==> src/rtl/lift_pkg.sv <==
// Shared types and defaults for the lifting DMA engine.
package lift_pkg;

   localparam int unsigned AW_DEF = 24;
   localparam int unsigned DW_DEF = 16;
   localparam int unsigned CW     = 16;

   typedef enum logic [2:0] {
      ST_IDLE = 3'd0,
      ST_RD_L = 3'd1,
      ST_RD_S = 3'd2,
      ST_RD_R = 3'd3,
      ST_LIFT = 3'd4,
      ST_WR   = 3'd5,
      ST_NEXT = 3'd6,
      ST_FIN  = 3'd7
   } state_t;

   // True for states that own an SDRAM host access
   function automatic logic is_access(input state_t s);
      return (s == ST_RD_L) || (s == ST_RD_S) || (s == ST_RD_R) || (s == ST_WR);
   endfunction

endpackage

==> src/rtl/lift_hreq.sv <==
// SDRAM host request holder: raises rd/wr with a frozen address and drops it after hdone.
module lift_hreq import lift_pkg::*; #(
   parameter int unsigned AW = AW_DEF
) (
   input  logic          clk,
   input  logic          rst,
   input  logic          issue_c,
   input  logic          wr_c,
   input  logic [AW-1:0] addr_c,
   input  logic          hdone_i,
   output logic          rd_o,
   output logic          wr_o,
   output logic [AW-1:0] addr_o,
   output logic          ack_c
);

   logic          rd_q, rd_d;
   logic          wr_q, wr_d;
   logic [AW-1:0] addr_q, addr_d;

   // Launch when idle, hold while outstanding, release on completion
   always_comb begin
      rd_d   = rd_q;
      wr_d   = wr_q;
      addr_d = addr_q;
      ack_c  = (rd_q | wr_q) & hdone_i;
      if (rd_q | wr_q) begin
         if (hdone_i) begin
            rd_d = 1'b0;
            wr_d = 1'b0;
         end
      end else if (issue_c) begin
         rd_d   = ~wr_c;
         wr_d   = wr_c;
         addr_d = addr_c;
      end
   end

   // Request registers
   always_ff @(posedge clk or posedge rst) begin
      if (rst) begin
         rd_q   <= 1'b0;
         wr_q   <= 1'b0;
         addr_q <= '0;
      end else begin
         rd_q   <= rd_d;
         wr_q   <= wr_d;
         addr_q <= addr_d;
      end
   end

   assign rd_o   = rd_q;
   assign wr_o   = wr_q;
   assign addr_o = addr_q;

endmodule

==> src/rtl/lift_dma.sv <==
// Lifting DMA: per output, reads three neighbours, runs the lift and writes the result.
module lift_dma import lift_pkg::*; #(
   parameter int unsigned AW       = AW_DEF,
   parameter int unsigned DW       = DW_DEF,
   parameter int unsigned LIFT_LAT = 1
) (
   input  logic          clk,
   input  logic          rst,
   input  logic          start_i,
   input  logic [AW-1:0] src_i,
   input  logic [AW-1:0] dst_i,
   input  logic [CW-1:0] count_i,
   output logic          busy_o,
   output logic          done_o,
   output logic          rd_o,
   output logic          wr_o,
   output logic [AW-1:0] addr_o,
   output logic [DW-1:0] wdata_o,
   input  logic [DW-1:0] rdata_i,
   input  logic          hdone_i,
   output logic [DW-1:0] l_s,
   output logic [DW-1:0] s_s,
   output logic [DW-1:0] r_s,
   input  logic [DW-1:0] res_s
);

   localparam int unsigned LW = (LIFT_LAT > 1) ? $clog2(LIFT_LAT) : 1;

   state_t        state_q, state_d;
   logic          busy_q, busy_d;
   logic          done_q, done_d;
   logic [AW-1:0] src_q, src_d;
   logic [AW-1:0] dst_q, dst_d;
   logic [CW-1:0] cnt_q, cnt_d;
   logic [CW-1:0] idx_q, idx_d;
   logic [LW-1:0] lat_q, lat_d;
   logic [DW-1:0] l_q, l_d;
   logic [DW-1:0] s_q, s_d;
   logic [DW-1:0] r_q, r_d;
   logic [DW-1:0] wdata_q, wdata_d;
   logic [AW-1:0] acc_addr_c;
   logic          ack_c;
   logic          lat_last_c;

   assign lat_last_c = (lat_q == LW'(LIFT_LAT - 1));

   // State register
   always_ff @(posedge clk or posedge rst) begin
      if (rst) state_q <= ST_IDLE;
      else     state_q <= state_d;
   end

   // Next-state logic
   always_comb begin
      state_d = state_q;
      case (state_q)
         ST_IDLE: if (start_i) state_d = (count_i == '0) ? ST_FIN : ST_RD_L;
         ST_RD_L: if (ack_c) state_d = ST_RD_S;
         ST_RD_S: if (ack_c) state_d = ST_RD_R;
         ST_RD_R: if (ack_c) state_d = ST_LIFT;
         ST_LIFT: if (lat_last_c) state_d = ST_WR;
         ST_WR:   if (ack_c) state_d = ST_NEXT;
         ST_NEXT: state_d = (CW'(idx_q + CW'(1)) == cnt_q) ? ST_FIN : ST_RD_L;
         ST_FIN:  state_d = ST_IDLE;
         default: state_d = ST_IDLE;
      endcase
   end

   // Output and datapath next values
   always_comb begin
      busy_d  = busy_q;
      done_d  = 1'b0;
      src_d   = src_q;
      dst_d   = dst_q;
      cnt_d   = cnt_q;
      idx_d   = idx_q;
      lat_d   = lat_q;
      l_d     = l_q;
      s_d     = s_q;
      r_d     = r_q;
      wdata_d = wdata_q;
      case (state_q)
         ST_IDLE: if (start_i) begin
            src_d  = src_i;
            dst_d  = dst_i;
            cnt_d  = count_i;
            idx_d  = '0;
            busy_d = 1'b1;
         end
         ST_RD_L: if (ack_c) l_d = rdata_i;
         ST_RD_S: if (ack_c) s_d = rdata_i;
         ST_RD_R: if (ack_c) begin
            r_d   = rdata_i;
            lat_d = '0;
         end
         ST_LIFT: begin
            lat_d = LW'(lat_q + LW'(1));
            if (lat_last_c) wdata_d = res_s;
         end
         ST_NEXT: idx_d = CW'(idx_q + CW'(1));
         ST_FIN: begin
            done_d = 1'b1;
            busy_d = 1'b0;
         end
         default: ;
      endcase
   end

   // Host address for the access owned by the current state (wraps modulo 2^AW)
   always_comb begin
      acc_addr_c = '0;
      case (state_q)
         ST_RD_L: acc_addr_c = AW'(src_q + AW'(idx_q));
         ST_RD_S: acc_addr_c = AW'(src_q + AW'(idx_q) + AW'(1));
         ST_RD_R: acc_addr_c = AW'(src_q + AW'(idx_q) + AW'(2));
         ST_WR:   acc_addr_c = AW'(dst_q + AW'(idx_q));
         default: acc_addr_c = '0;
      endcase
   end

   // Datapath registers
   always_ff @(posedge clk or posedge rst) begin
      if (rst) begin
         busy_q  <= 1'b0;
         done_q  <= 1'b0;
         src_q   <= '0;
         dst_q   <= '0;
         cnt_q   <= '0;
         idx_q   <= '0;
         lat_q   <= '0;
         l_q     <= '0;
         s_q     <= '0;
         r_q     <= '0;
         wdata_q <= '0;
      end else begin
         busy_q  <= busy_d;
         done_q  <= done_d;
         src_q   <= src_d;
         dst_q   <= dst_d;
         cnt_q   <= cnt_d;
         idx_q   <= idx_d;
         lat_q   <= lat_d;
         l_q     <= l_d;
         s_q     <= s_d;
         r_q     <= r_d;
         wdata_q <= wdata_d;
      end
   end

   lift_hreq #(.AW(AW)) u_hreq (
      .clk     (clk),
      .rst     (rst),
      .issue_c (is_access(state_q)),
      .wr_c    (state_q == ST_WR),
      .addr_c  (acc_addr_c),
      .hdone_i (hdone_i),
      .rd_o    (rd_o),
      .wr_o    (wr_o),
      .addr_o  (addr_o),
      .ack_c   (ack_c)
   );

   assign busy_o  = busy_q;
   assign done_o  = done_q;
   assign wdata_o = wdata_q;
   assign l_s     = l_q;
   assign s_s     = s_q;
   assign r_s     = r_q;

endmodule
==> config.mk <==
export PLATFORM = sky130hd
export DESIGN_NAME = lift_dma
export DESIGN_NICKNAME = d
export VERILOG_FILES = /design/src/rtl/lift_pkg.sv /design/src/rtl/lift_hreq.sv /design/src/rtl/lift_dma.sv
export SDC_FILE = /design/constraint.sdc
export NUM_CORES = 1
export LEC_CHECK = 0
export BUFFER_PORTS_ARGS = -buffer_cell sky130_fd_sc_hd__buf_2
export CORE_UTILIZATION = 50
export CTS_CLUSTER_DIAMETER = 40
export DETAILED_ROUTE_END_ITERATION = 8
export PLACE_DENSITY = 0.77
export SETUP_SLACK_MARGIN = 0.5
export SKIP_LAST_GASP = 1
export SLEW_MARGIN = 25
export SYNTH_ARGS = -nofsm -noshare
export SYNTH_HDL_FRONTEND = slang
export SYNTH_SLANG_ARGS = --single-unit
export TNS_END_PERCENT = 20
==> constraint.sdc <==
create_clock -name clk -period 11.75 [get_ports clk]
set_input_delay 2.35 -clock clk [delete_from_list [all_inputs] [get_ports clk]]
set_output_delay 2.35 -clock clk [all_outputs]
set_load 0.1 [all_outputs]
=== Word level (Yosys, flattened, before mapping) ===
Cells that the tools add are included.
W data, S select, Z words.

* $add $sub $neg: 6
* $mul: 0
* Div/mod/pow operators: 0
* Magnitude comparators: 0
* Equality and inequality tests: 15
* Shift operators: 0
* Multiplexer cells: 22
* Bitwise operators: 5
* Reduce and logical (&&, ||, !) cells: 20

{| class="wikitable"
|+ Operator list
! operator !! number
|-
| $pmux W24 S4 || 1
|-
| $add A24 B16 Y24 || 2
|-
| $pmux W16 S2 || 1
|-
| $add A24 B1 Y24 const B || 1
|-
| $add A24 B2 Y24 const B || 1
|-
| $mux W3 || 8
|-
| $pmux W3 S8 || 1
|-
| $reduce_and A2 Y1 || 10
|-
| $add A16 B1 Y16 const B || 1
|-
| $eq A16 B16 Y1 || 1
|-
| $logic_not A16 Y1 || 1
|-
| $mux W16 || 1
|-
| $ne A2 B2 Y1 const B || 7
|-
| $eq A3 B3 Y1 const B || 4
|-
| $mux W1 || 8
|-
| $reduce_bool A2 Y1 || 4
|-
| $eq A3 B2 Y1 const B || 2
|-
| $reduce_and A6 Y1 || 1
|-
| $pmux W1 S2 || 2
|-
| $eq A3 B1 Y1 const B || 1
|-
| $logic_not A3 Y1 || 1
|-
| $logic_or A1 B1 Y1 || 3
|-
| $not A1 Y1 || 3
|-
| $add A1 B1 Y1 const B || 1
|-
| 2 further kinds || 2
|}

* Register bits after elaboration: 176
* Bits in latches: 0
* Memory bits (writable): 0
* ROM bits: 0
* Input bits: 100
* Memories kept: 0

=== Depth between registers and ports, before layout ===
Gate-level depths: netlist of the first run.

* Depth after elaboration: 6
* Depth in mapped cells: 12
* Gate-level depth less buffers: 12

=== Hierarchy ===
Synthesis of the first run repeated with hierarchy kept, for this count alone.

* Cells, all modules: 976
* Area, all modules: 10,431.3 sq um

{| class="wikitable"
|+ Modules (own cells, without submodules)
! module !! instances !! cells an instance !! area each (sq um) !! seq. area each (sq um)
|-
| lift_dma || 1 || 916 || 9,427.8 || 3,753.6
|-
| lift_hreq || 1 || 60 || 1,003.5 || 650.6
|}

=== Worst setup path after synthesis of the first run ===
OpenSTA, ideal clock, no wires.

* Path kind: input port to flip-flop
* From: input port hdone_i
* To: register s_q[0] (netlist: s_s[0])
* Data arrival time: 3.790 ns
* Data required time: 11.625 ns
* Setup slack: 7.834 ns
* Stages: 4
* Buffers on the path: 1
* Cell sequence: o21ai_1 -> nor3_1 -> clkbuf_1 -> mux2_2

* Cells in the longest elaborated chain, start to end: 2

{| class="wikitable"
|+ RTL lines
! item !! RTL line !! source
|-
| start: declaration || lift_dma.sv:20 || <nowiki>input logic hdone_i,</nowiki>
|-
| $and A1 B1 Y1 || lift_hreq.sv:26 || <nowiki>ack_c = (rd_q | wr_q) & hdone_i;</nowiki>
|-
| $reduce_and A2 Y1 (no line) || n/a ||
|-
| end signal: assignment || lift_dma.sv:132 || <nowiki>s_q <= '0;</nowiki>
|-
| end signal: assignment || lift_dma.sv:144 || <nowiki>s_q <= s_d;</nowiki>
|-
| end: declaration || lift_dma.sv:38 || <nowiki>logic [DW-1:0] s_q, s_d;</nowiki>
|}

No other way between the ends.
A chain may end at the register's enable or synchronous reset.

=== Worst setup path in the final report of the first run ===
* From: register idx_q[8]
* To: register u_hreq.addr_q[21] (netlist: u_hreq.addr_o[21])

* Cells in the longest elaborated chain, start to end: 3
* Elaborated cells between the ends (all ways): 5

{| class="wikitable"
|+ RTL lines
! item !! RTL line !! source
|-
| start: declaration || lift_dma.sv:35 || <nowiki>logic [CW-1:0] idx_q, idx_d;</nowiki>
|-
| start signal: assignment || lift_dma.sv:141 || <nowiki>idx_q <= idx_d;</nowiki>
|-
| $add A24 B16 Y24 || lift_dma.sv:113, lift_dma.sv:114, lift_dma.sv:115 ||
|-
| $add A24 B2 Y24 or $add A24 B1 Y24 (tied branches) || lift_dma.sv:115, lift_dma.sv:114 ||
|-
| $pmux W24 S4 (*) || lift_dma.sv:112 || <nowiki>case (state_q)</nowiki>
|-
| end signal: assignment || lift_hreq.sv:48 || <nowiki>addr_q <= addr_d;</nowiki>
|-
| end: declaration || lift_hreq.sv:19 || <nowiki>logic [AW-1:0] addr_q, addr_d;</nowiki>
|}

Every way passes the cells marked *; elsewhere a longest branch is shown, timed or not.

==> results of run 1 <==
flip-flops by register name, indices dropped and copies added, names as in the netlist:
register and flops:
done_o 1, wdata_o 16, idx_q 16, lat_q 1, busy_o 1, src_q 24, dst_q 24, u_hreq.wr_o 1
state_q 3, l_s 16, u_hreq.rd_o 1, s_s 16, r_s 16, cnt_q 16, u_hreq.addr_o 24
kinds of logic after synthesis:
logic type                 after synthesis  synth area share
muxes                                  135            0.1473
AOI/OAI and AO/OA                      235            0.1533
xor gates and xnor gates                69           0.05895
buffers and inverters                   61           0.02380
and+or+nand+nor                        284            0.1405
DFF                                    176            0.4296
adders and majority gates               37           0.04662
per-stage QoR:
stage,hold WS [ns],worst slack (ns)
after floorplan,0.4875,4.626
after global placement,0.4574,7.520
after detailed placement,0.4586,7.492
after CTS,0.4820,7.729
after global routing,0.5076,7.508
final,0.4752,7.704
routing by layer:
layer | global-route usage | part of all wire | vias up
met5 | 0 | 0 | -
met4 | 0.1047 | 0.028 | 0
met3 | 0.04245 | 0.066 | 48
met2 | 0.4127 | 0.47 | 339
met1 | 0.3500 | 0.43 | 4130
li1 | - | - | 4035
worst paths after layout:
kind,depth (start not counted),end
setup / recovery,10,u_hreq.addr_o[21]
max in group asynchronous,3,src_q[12]
setup reg to reg,10,u_hreq.addr_o[21]
min in group asynchronous,2,s_s[3]
hold reg to reg,2,u_hreq.addr_o[8]
hold / removal,2,u_hreq.addr_o[8]
area by class of cell:
| type | count | share of cell area |
|---|---|---|
| Multi-Input combinational cell | 760 | 0.4655 |
| Sequential cell | 176 | 0.3646 |
| Timing Repair Buffer | 201 | 0.08535 |
| Clock buffer | 17 | 0.03522 |
| Tap cell | 270 | 0.02797 |
| Clock inverter | 14 | 0.01440 |
| Inverter | 19 | 0.006319 |
| Antenna cell | 3 | 0.0006215 |
critical path: stages (launching register included):
cell,delay [ns]
dfrtp_1,0.55
ha_1,0.56
a21oi_1,0.13
o21ai_1,0.28
mux2_2,0.37
a211oi_1,0.57
nand4_2,0.37
nor3_4,0.30
nand2_2,0.10
or4b_1,0.54
a31oi_1,0.19
cells in the final DEF, fill, tap and decap left out, drive strengths merged, types with 4 or more instances in the layout:
cell    netlist  layout
xnor2        44      44
nor4         10      10
o211ai        7       7
clkinv        0       4
xor2         25      25
ha           35      35
nand2b       14      14
o31ai        10      10
nand3        26      26
nor3         23      23
o21a          9       9
or2           6       6
nand4        11      11
nand2        75      75
a221oi        7       7
a21oi        51      51
a22oi         4       4
o31a          4       4
mux2i         8       8
a21o          9       9
and2          7       7
mux2        127     127
dfrtp       176     176
or4           5       5
clkbuf       35      17
a31oi        20      20
nor2b         4       4
inv          19      26
and3          9       9
nor2         73      73
o21ai        62      62
or3           5       5
nor4b         4       4
o22ai         7       7
buf           7     201
a211oi       14      14
==> reports/qor.csv, run 1 <==
stage,metric,value,unit
clock_network,Post-CTS Setup Inserts,0,
drt,antenna-violating nets left,0,
critical_path,Crit Reg-Reg Startpoint,idx_q[8],
clock_network,CTS buffer count,17,
critical_path,CP Data Arrival Time,4.39,ns
logic_synthesis,Syn Inst Count,997,
sta,"Slew Viols, Final",0,
logic_synthesis,commonest cells in the netlist,"dfrtp_1 (176), mux2_2 (127), nand2_1 (74), nor2_1 (73), o21ai_0 (56)",
place,"Cell Area, Placed",0.01147,mm2
logic_synthesis,distinct cell type count after synthesis,85,
clock_network,Worst-Skew Late Latency,0.43,ns
drt,Starting DRT DRC Count,635,
drt,via count,8552,
logic_synthesis,syn_area_per_cell,10.28,um2
hold_path,hold path start,u_hreq.addr_o[8],
logic_synthesis,Seq cells post-synth,176,
layout,Register Area,0.004404,mm2
grt,total track usage,0.2584,
floorplan,core box area,0.02017,mm2
drt,DRT Wirelength,26490,um
critical_path,Setup crit end kind,register,
logic_synthesis,Syn. warnings,0,
logic_synthesis,Synth Net Count,1134,
logic_synthesis,"count leader, synth",dfrtp_1,
grt,first-pass GRT wire length,43040,um
floorplan,Initial Utilization,0.5083,
critical_path,"Req. time, crit path",12.09,ns
critical_path,Startpoint Class,register,
floorplan,Die Wd,145.2,um
logic_synthesis,area share of the largest cell type after synthesis,0.4296,
layout,Layout Cells excl Fill,1460,
hold_path,HP Class,reg -> reg,
clock_network,clk sinks,176,
drt,Post-route DRC,0,
layout,final instance area,0.01208,mm2
layout,final core occ,0.5989,
layout,multi-input logic area,0.005623,mm2
place,placed insts,1426,
grt,initial antenna violation count,3,
sta,Final Cycle Share,0.3444,
floorplan,FP Rows,52,
critical_path,CP startpoint,idx_q[8],
logic_synthesis,Post-Syn Area,0.01025,mm2
floorplan,IO Count,192,
sta,Worst-Margin Slew,0.9169,ns
sta,Fin. Hold Viols,0,
layout,layout cell share with drive strength beyond 1,0.3269,
drt,post-DR vias/cell,5.858,
logic_synthesis,cell taking the most area after synthesis,dfrtp_1,
logic_synthesis,"top cells by area, synth","dfrtp_1 (43%), mux2_2 (14%), ha_1 (4.3%)",
sta,slew margin rel.,0.3887,
clock_network,Clock transition at path regs,0.07,ns
logic_synthesis,"Seq/Total Area, Yosys",0.4296,
clock_network,H-tree depth,4,
critical_path,worst-path maximum fanout,10,
layout,Nets,1312,
clock_network,TritonCTS clock tree,built,
sta,# setup viols final,0,
flow_run,Max Cap Viol,0,
critical_path,critical path class,reg -> reg,
grt,largest net degree at the start of global routing,106,
sta,Setup Skew,0.007991,ns
drt,DR WL/cell,18.14,um
grt,vias in the first global route,8243,
outcome,status,completed,
place,DP Wirelength,19600,um
layout,number of fill cells,1724,
logic_synthesis,Most used DFF post-synth,dfrtp_1,
floorplan,Die Y,145.2,um
place,PortBufs,191,
clock_network,CTS resizes,0,
clock_network,CTS max path bufs,2,
place,routability cong.,0.9163,
sta,Setup Total Neg Slack,0,ns
sta,RSZ-0062 raised after global routing,no,
sta,fin crit period,4.047,ns
floorplan,Die ar.,0.02108,mm2
layout,Area Overhead vs Synth,17.82,%
sta,fmax,247.1,MHz
clock_network,hold_buf cts,0,
clock_network,root buffer cell,clkbuf_16,
logic_synthesis,count of flip-flops with a built-in enable after synthesis,0,
critical_path,FF-to-FF setup slack,7.70,ns
logic_synthesis,"Async S/R FF share, synth",1.000,
drt,Pre-antenna DRT Iters,5,
grt,global route overflow,0,
Power of run 1 is left out: the tool's default activity adds up to more than one toggle a clock period on the data nets, which glitch-free logic cannot reach.
==> run 2, diff against run 1 <==
- PLACE_DENSITY: 0.77 -> 0.8
- clock period: 11.75 -> 3.7 ns (I/O delays scaled with it)
==> reports/qor.csv, run 2 (synthesized netlist as in run 1, its figures left out) <==
stage,metric,value,unit,change
layout,Layout Cells excl Fill,1508,,+3.3%
place,placed insts,1465,,+2.7%
critical_path,critical-path cell list,ha_2 > nand4_1 > nor3_1 > o21ai_0 > a21o_1 > a21boi_1 > o2111ai_1 > and4bb_2 > mux2i_1 > nor2_1,,
critical_path,CP Data Arrival Time,3.69,ns,-0.70 ns
floorplan,core box area,0.02017,mm2,unchanged
floorplan,FP Rows,52,,unchanged
sta,fmax,296.7,MHz,+20%
drt,DRT Wirelength,28210,um,+6.5%
layout,Nets,1361,,+3.7%
sta,Final Cycle Share,0.9108,,+0.5664
grt,initial antenna violation count,1,,-2
clock_network,CTS buffer count,17,,unchanged
clock_network,CTS max path bufs,2,,unchanged
grt,total track usage,0.2677,,+0.009350
floorplan,Die Y,145.2,um,unchanged
clock_network,Worst-Skew Late Latency,0.43,ns,about the same
place,PortBufs,191,,unchanged
floorplan,Die Wd,145.2,um,unchanged
outcome,status,completed,,
drt,post-DR vias/cell,5.885,,+0.47%
critical_path,worst-path maximum fanout,8,,-2
clock_network,Clock transition at path regs,0.07,ns,about the same
grt,global route overflow,0,,unchanged
drt,DR WL/cell,18.70,um,+3.1%
sta,Setup Total Neg Slack,0,ns,unchanged
floorplan,Die ar.,0.02108,mm2,unchanged
clock_network,root buffer cell,clkbuf_16,,
layout,Area Overhead vs Synth,23.32,%,
sta,fin crit period,3.370,ns,-0.6764 ns
grt,first-pass GRT wire length,44360,um,+3.1%
grt,largest net degree at the start of global routing,39,,-63%
sta,Worst-Margin Slew,0.9192,ns,+0.002357 ns
drt,antenna-violating nets left,0,,unchanged
drt,via count,8875,,+3.8%
place,DP Wirelength,21050,um,+7.4%
critical_path,critical path class,reg -> reg,,
critical_path,"Req. time, crit path",4.02,ns,-8.07 ns
critical_path,Setup crit end kind,register,,
floorplan,IO Count,192,,unchanged
sta,Setup Skew,0.009951,ns,+0.001960 ns
drt,Post-route DRC,0,,unchanged
layout,"commonest non-fill, non-tap cell in the layout",buf_2,,
floorplan,Initial Utilization,0.5083,,unchanged
flow_run,Max Cap Viol,0,,unchanged
grt,vias in the first global route,8586,,+4.2%
clock_network,TritonCTS clock tree,built,,
sta,# setup viols final,0,,unchanged
place,routability cong.,0.9530,,+4.0%
critical_path,CP Buf/Inv Count,0,,unchanged
critical_path,crit-path max cell delay,0.56,ns,about the same
sta,Fin. Hold Viols,0,,unchanged
drt,Pre-antenna DRT Iters,7,,+2
critical_path,Top delay family on crit path,simple AND/OR/NAND/NOR gates,,
drt,Starting DRT DRC Count,640,,+0.79%
sta,slew margin rel.,0.3855,,-0.003289
layout,layout cell share with drive strength beyond 1,0.3751,,+0.04823
critical_path,Startpoint Class,register,,
sta,"Slew Viols, Final",0,,unchanged
sta,RSZ-0062 raised after global routing,yes,,
critical_path,"Slowest-stage cell, CP",dfrtp_1,,
hold_path,HP Class,in -> async,,
clock_network,H-tree depth,4,,unchanged
clock_network,clk sinks,176,,unchanged
layout,most frequent cells in the layout,"buf_2 (191), dfrtp_1 (175), mux2_2 (127), nand2_1 (74), nor2_1 (71)",,
==> run 2: cell count changes in the layout (fill, tap and decap cells not counted), sizes merged <==
| cell | delta |
|---|---|
| bufinv | -1 |
| clkbuf | +2 |
| clkinvlp | +1 |
| clkinv | -1 |
| buf | +49 |
| diode | -2 |
==> run 2: layout make-up <==
type / instances / area, um2
diodes: 1 / 2.502
clock buffers: 19 / 442.9
clock inverters: 13 / 138.9
fillers: 1691 / 7526
inverters: 19 / 75.07
multi-input cells: 760 / 5809
flip-flops and latches: 176 / 4405
well taps: 270 / 337.8
repair buffers: 250 / 1431
==> run 2: path summary, 6_finish.rpt <==
| kind | from | end | slack (ns) | depth (start not counted) |
|---|---|---|---|---|
| min in group clk | u_hreq.addr_o[7] | u_hreq.addr_o[7] | 0.48 | 1 |
| max in group asynchronous | rst | wdata_o[15] | 2.39 | 3 |
| min reg2reg | u_hreq.addr_o[7] | u_hreq.addr_o[7] | 0.48 | 1 |
| max reg2reg | idx_q[12] | u_hreq.addr_o[23] | 0.33 | 10 |
| max | idx_q[12] | u_hreq.addr_o[23] | 0.33 | 10 |
| min | rst | r_s[3] | 0.46 | 2 |
==> run 2: metal layers <==
metal / global-route usage / vias to the layer above / wire length (um) / share of wire
met2: 0.4180 / 394 / 13240 / 0.47
li1: - / 4133 / - / -
met3: 0.05566 / 81 / 2066 / 0.073
met4: 0.1358 / 0 / 1211 / 0.043
met1: 0.3528 / 4267 / 11690 / 0.41
met5: 0 / - / 0 / 0
==> run 2: stage by stage <==
step	util	hold WS, ns	setup WS, ns	area [um2]
2_1_floorplan	-	0.4875	0.1462	10260
3_3_place_gp	0.5845	0.4592	0.2263	11790
3_5_place_dp	0.5845	0.4615	0.1174	11790
4_1_cts	0.6229	0.4686	0.4330	12560
5_1_grt	0.6269	0.4989	0.1283	12640
6_report	0.6269	0.4554	0.3299	12640
==> run 2: worst reg2reg max path, cell delays in order (launching register included) <==
cell and delay [ns]:
dfrtp_1 0.56, ha_2 0.52, nand4_1 0.20, nor3_1 0.42
o21ai_0 0.28, a21o_1 0.23, a21boi_1 0.28, o2111ai_1 0.17
and4bb_2 0.33, mux2i_1 0.20, nor2_1 0.07
==> run 2: repair_timing <==
action / 4_1_cts / 5_1_grt
pin swaps: 23 / 9
hold buffers: 0 / 0
gates resized for setup: 30 / 12
setup buffers: 6 / 4
endpoints found under the setup margin: 17 / 18
endpoints found under the hold margin: 0 / 0
Power of run 2 is left out for the same reason.
